File: src/rtl/nv_nvdla_sdp_mrdma_ig_req_gen.sv
// SDP MRDMA ingress read-request generator.
// Walks a cube of surfaces x lines x atoms and emits one read request per
// burst of at most MAX_ATOMS 32-byte atoms, with a valid/ready handshake.
module nv_nvdla_sdp_mrdma_ig_req_gen #(
    parameter int MAX_ATOMS = 8
) (
    input  logic        nvdla_core_clk,
    input  logic        nvdla_core_rstn,
    input  logic        op_load,
    input  logic [63:0] reg_base_addr,
    input  logic [12:0] reg_width,
    input  logic [12:0] reg_height,
    input  logic [12:0] reg_surf_num,
    input  logic [31:0] reg_line_stride,
    input  logic [31:0] reg_surf_stride,
    output logic        dma_rd_req_vld,
    input  logic        dma_rd_req_rdy,
    output logic [78:0] dma_rd_req_pd,
    output logic        busy,
    output logic        op_done
);

    typedef enum logic [1:0] {
        ST_IDLE = 2'd0,
        ST_REQ  = 2'd1,
        ST_DONE = 2'd2
    } state_e;

    localparam logic [13:0] LP_MAX_ATOMS = 14'(MAX_ATOMS);

    state_e      r_state;
    state_e      w_state_nxt;

    // Shadow copies of the op configuration, frozen at op_load.
    logic [12:0] r_width;
    logic [12:0] r_height;
    logic [12:0] r_surf_num;
    logic [31:0] r_line_stride;
    logic [31:0] r_surf_stride;

    // Walk position and address accumulators.
    logic [12:0] r_x_cnt;
    logic [12:0] r_h_cnt;
    logic [12:0] r_s_cnt;
    logic [63:0] r_line_base;
    logic [63:0] r_surf_base;

    logic        w_vld;
    logic        w_accept;
    logic [13:0] w_line_len;
    logic [13:0] w_remain;
    logic [13:0] w_atoms;
    logic [13:0] w_atoms_m1;
    logic [13:0] w_x_next;
    logic        w_line_end;
    logic        w_surf_end;
    logic        w_last_req;
    logic [63:0] w_addr;

    // Burst sizing and address of the request currently presented.
    assign w_line_len = {1'b0, r_width} + 14'd1;
    assign w_remain   = w_line_len - {1'b0, r_x_cnt};
    assign w_atoms    = (w_remain > LP_MAX_ATOMS) ? LP_MAX_ATOMS : w_remain;
    assign w_atoms_m1 = w_atoms - 14'd1;
    assign w_x_next   = {1'b0, r_x_cnt} + w_atoms;
    assign w_line_end = (w_x_next == w_line_len);
    assign w_surf_end = w_line_end && (r_h_cnt == r_height);
    assign w_last_req = w_surf_end && (r_s_cnt == r_surf_num);
    assign w_addr     = r_surf_base + r_line_base + {46'd0, r_x_cnt, 5'd0};
    assign w_accept   = w_vld & dma_rd_req_rdy;

    // Payload is derived from registered counters only, so it stays stable
    // while the request is stalled; it reads as zero whenever no request is up.
    assign dma_rd_req_vld = w_vld;
    assign dma_rd_req_pd  = w_vld ? {1'b0, w_atoms_m1, w_addr} : 79'd0;
    assign busy           = (r_state != ST_IDLE);

    // State register.
    always_ff @(posedge nvdla_core_clk or negedge nvdla_core_rstn) begin
        if (!nvdla_core_rstn) begin
            // NOTE: sequential state uses non-blocking assignments so every flop samples pre-edge values.
            r_state <= ST_IDLE;
        end else begin
            r_state <= w_state_nxt;
        end
    end

    // Next-state and per-state outputs.
    always_comb begin
        // NOTE: every output of this block is defaulted first so no path leaves a latch.
        w_state_nxt = r_state;
        w_vld       = 1'b0;
        op_done     = 1'b0;
        case (r_state)
            ST_IDLE: begin
                if (op_load) w_state_nxt = ST_REQ;
            end
            ST_REQ: begin
                w_vld = 1'b1;
                if (dma_rd_req_rdy && w_last_req) w_state_nxt = ST_DONE;
            end
            ST_DONE: begin
                op_done     = 1'b1;
                w_state_nxt = ST_IDLE;
            end
            default: w_state_nxt = ST_IDLE;
        endcase
    end

    // Configuration capture and cube walk: load on start, advance on accept.
    always_ff @(posedge nvdla_core_clk or negedge nvdla_core_rstn) begin
        if (!nvdla_core_rstn) begin
            r_width       <= 13'd0;
            r_height      <= 13'd0;
            r_surf_num    <= 13'd0;
            r_line_stride <= 32'd0;
            r_surf_stride <= 32'd0;
            r_x_cnt       <= 13'd0;
            r_h_cnt       <= 13'd0;
            r_s_cnt       <= 13'd0;
            r_line_base   <= 64'd0;
            r_surf_base   <= 64'd0;
        end else if ((r_state == ST_IDLE) && op_load) begin
            r_width       <= reg_width;
            r_height      <= reg_height;
            r_surf_num    <= reg_surf_num;
            r_line_stride <= reg_line_stride;
            r_surf_stride <= reg_surf_stride;
            r_x_cnt       <= 13'd0;
            r_h_cnt       <= 13'd0;
            r_s_cnt       <= 13'd0;
            r_line_base   <= 64'd0;
            r_surf_base   <= reg_base_addr;
        end else if (w_accept) begin
            if (!w_line_end) begin
                r_x_cnt <= w_x_next[12:0];
            end else begin
                r_x_cnt <= 13'd0;
                if (!w_surf_end) begin
                    r_h_cnt     <= r_h_cnt + 13'd1;
                    r_line_base <= r_line_base + {32'd0, r_line_stride};
                end else begin
                    // Line base restarts each surface; the surface stride is absolute.
                    r_h_cnt     <= 13'd0;
                    r_line_base <= 64'd0;
                    if (!w_last_req) begin
                        r_s_cnt     <= r_s_cnt + 13'd1;
                        r_surf_base <= r_surf_base + {32'd0, r_surf_stride};
                    end
                end
            end
        end
    end

endmodule

File: config.mk
export PLATFORM = sky130hd
export DESIGN_NAME = nv_nvdla_sdp_mrdma_ig_req_gen
export DESIGN_NICKNAME = d
export VERILOG_FILES = /design/src/rtl/nv_nvdla_sdp_mrdma_ig_req_gen.sv
export SDC_FILE = /design/constraint.sdc
export NUM_CORES = 1
export LEC_CHECK = 0
export ABC_AREA = 1
export CAP_MARGIN = 20
export CORE_UTILIZATION = 64
export CTS_CLUSTER_DIAMETER = 40
export CTS_CLUSTER_SIZE = 25
export DETAILED_ROUTE_END_ITERATION = 8
export HOLD_SLACK_MARGIN = 0.1
export PLACE_DENSITY = 0.88
export SLEW_MARGIN = 30
export SYNTH_ARGS = -nofsm -noshare
export SYNTH_HDL_FRONTEND = slang
export SYNTH_SLANG_ARGS = --single-unit
File: constraint.sdc
create_clock -name nvdla_core_clk -period 8 [get_ports nvdla_core_clk]
set_input_delay 1.6 -clock nvdla_core_clk [delete_from_list [all_inputs] [get_ports nvdla_core_clk]]
set_output_delay 1.6 -clock nvdla_core_clk [all_outputs]
set_load 0.005 [all_outputs]
==> run metrics <==
outcome=completed; Worst Hold Class=register to register; final wirelength=around 85000 um; routed length per instance=~19 um; leakage power total=14.1 nW; crit path launch type=register; cell count along the critical path=19; DRT antenna net count=0; CP required=6.40 ns; Final Setup Violations=0; H-tree depth=2; Finished Cell Area=between 20000 and 30000 um2; vias in the first global route=24.7k; max cap viols=0; row cnt=71; post-synthesis instance area=24700 um2; area leader, netlist=dfrtp_1; most frequent cells in the layout=nand2_1, inv_1, nor2_1; vias after detailed routing=approximately 27k; largest net degree at the start of global routing=166; layout cells sized above 1=between 3 and 4%; Unique masters post-synth=56; ys async rst share=100%; post-layout power=8.92 mW; first-pass detailed-route iteration total=6; Simple-Gate Fraction of Synth Area=31.4%; Final Max Tran Viols=0; final hold vios=0; fmax=132 MHz; cells after synthesis=3718; worst r2r dst=r_surf_base[20]; share of the synthesized area in the top cell type=27.5%; CP Cell Sequence=fa_1 -> ha_1 -> nand2_1 -> inv_1 -> a21oi_1 -> o21ai_0 -> a21boi_0 -> o21ai_0 -> a21boi_0 -> o21bai_2 -> a21oi_1 -> o21ai_1 -> a21boi_0 -> o21ai_0 -> nand2_1 -> nand2_1 -> o21ai_0 -> a21oi_1 -> clkdlybuf4s50_1; share of the synthesized area in compound gates (AO/OA/AOI/OAI)=14.8%; Adder-Cell Fraction of Synth Area=between 10% and 20%; setup_tns=0 ns; Max stage delay on crit path=slightly above 0.5 ns; critical path class=register to output pin; IO Count=253; Root Buffer=clkbuf_16; largest family of logic cells by synthesized area=simple AND/OR/NAND/NOR gates; RR Startpoint=r_width[0]; antenna violations before repair=1; Slew @ Worst Pin=1.06 ns; Main synth FF type=dfrtp_1; dpl cell area=27600 um2; critical path peak fanout=6; Register-to-Register Setup Slack=0.70 ns; Final Util=slightly below 80%; Die X=199 um; Worst Setup EP=dma_rd_req_pd[46]; GRT overflow=0; HPWL Detailed=62100 um; buffer count from post-CTS setup fixing=0; Tmin final=~7.6 ns; Area contributors post-synth=dfrtp_1, nand2_1, ha_1, inv_1, o21ai_0; Post-synth EDFFs=0; Routability Congestion=about 1.0; Synth Area in XOR/XNOR=6.31%; final net count=4329; Hold Slack=0.495 ns; post-synthesis area per instance=6.65 um2; CORE AREA=37800 um2; crit end category=output pin; PwrDens=305 nW/um2; CP startpoint=r_x_cnt[0]; initial DRC count=approximately 2.8k; slowest stage cell, crit path=fa_1; CTS tree=yes; Synth Register Bits=272; first-pass GRT wire length=around 130000 um; post-synthesis mux area share=0%; vias per cell=a little under 6; clock skew=between 0.02 and 0.03 ns; worst IR drop on VDD=between 300 and 400 uV; TritonCTS sink count=around 270; TritonCTS buffer count=44; Most common cell on crit path=o21ai_0; CP delay by family, top=compound AO/OA/AOI/OAI gates; CP bufs+invs=2; CTS max path bufs=3; die area=between 30000 and 40000 um2; WP data arrival=6.00 ns; IO buf count=251; Worst-Skew Late Latency=0.60 ns; GR Util All Layers=between 40% and 50%; Remaining DRCs=0; sequential share of the synthesized area=around 28%; Relative slew margins=29.6%; worst reg-to-reg path cell count=38; Ys Warns=0; final period utilization=95.0%; synthesis-to-layout area growth=18.3%; most common cell after layout, fill and taps aside=nand2_1; clk slew on worst S/H paths=around 0.070 ns; Die Height=199 um; Starting Density=65.3%
## Yosys cell counts (50+ instances only)
| library cell | count |
|---|---|
| nand3b_1 | 51 |
| ha_1 | 204 |
| inv_1 | 412 |
| xnor2_1 | 68 |
| o21ai_0 | 263 |
| nor2_1 | 332 |
| nand3_1 | 203 |
| nor3_1 | 64 |
| xor2_1 | 110 |
| nand2_1 | 1116 |
| a21oi_1 | 256 |
| dfrtp_1 | 272 |
| clkbuf_1 | 74 |
| a31oi_1 | 50 |
## cell type report
| type | instances | area, um2 |
|---|---|---|
| flip-flops and latches | 272 | 6810 |
| repair buffers | 266 | 2690 |
| well taps | 511 | 639 |
| inverters | 417 | 1570 |
| clock inverters | 38 | 455 |
| fillers | 2885 | 8610 |
| diodes | 1 | 2.50 |
| multi-input cells | 2935 | 16000 |
| clock buffers | 44 | 1100 |
## what timing repair did
action | 4_1_cts | 5_1_grt
hold buffers | 0 | 0
gates resized for setup | 0 | 3
endpoints found under the setup margin | 0 | 10
## tightest hold or removal path, stage by stage (launching register included)
cell,delay (ns)
dfrtp_1,0.35
nand2_1,0.05
nand2_1,0.06
## state kept, by name, indices dropped and copies added, names as in the netlist
| name | cells |
|---|---|
| r_s_cnt | 13 |
| r_state | 2 |
| r_width | 13 |
| r_surf_base | 64 |
| r_h_cnt | 13 |
| r_x_cnt | 13 |
| r_height | 13 |
| r_surf_stride | 32 |
| r_surf_num | 13 |
| r_line_stride | 32 |
| r_line_base | 64 |
## metal layers
layer  share of wire (%)  wire, um  up-vias  global-route usage (%)
li1                    -         -    12682                       -
met1                  41     34900    12309                    60.1
met2                  42     35900     1529                    64.1
met3                  12     10200      249                    9.38
met4                 4.2      3590        0                    18.7
met5                   0         0        -                       0
## how the worst min path moves through the flow
stage	start	endpoint	slack [ns]	cells after the start
after floorplan	r_line_stride[0]	r_line_stride[0]	0.46	2
after global placement	r_line_stride[12]	r_line_stride[12]	0.48	2
after detailed placement	r_line_stride[2]	r_line_stride[2]	0.48	2
after CTS	r_line_stride[11]	r_line_stride[11]	0.50	2
after global routing	r_line_stride[25]	r_line_stride[25]	0.51	2
final	r_line_stride[11]	r_line_stride[11]	0.49	2
## where the power goes
group          leakage, nW  internal, mW  switching (mW)  total, mW
Sequential            3.55          1.73           0.573       2.30
Combinational         9.84          1.85            2.75       4.61
Clock                0.751          1.14           0.873       2.02
## through the flow
stage	setup slack (ns)	instances
after detailed placement	0.775	4400
after global placement	0.885	4400
after global routing	-0.00131	4484
after floorplan	2.61	3727
after CTS	0.0875	4482
final	0.404	4484
## kinds of logic after synthesis
family          after synthesis
flops                       272
fa+ha+maj                   222
simple gates               1858
other cells                   1
xor+xnor                    178
compound gates              667
buf+inv                     520
(Power assumes the default switching activity.)
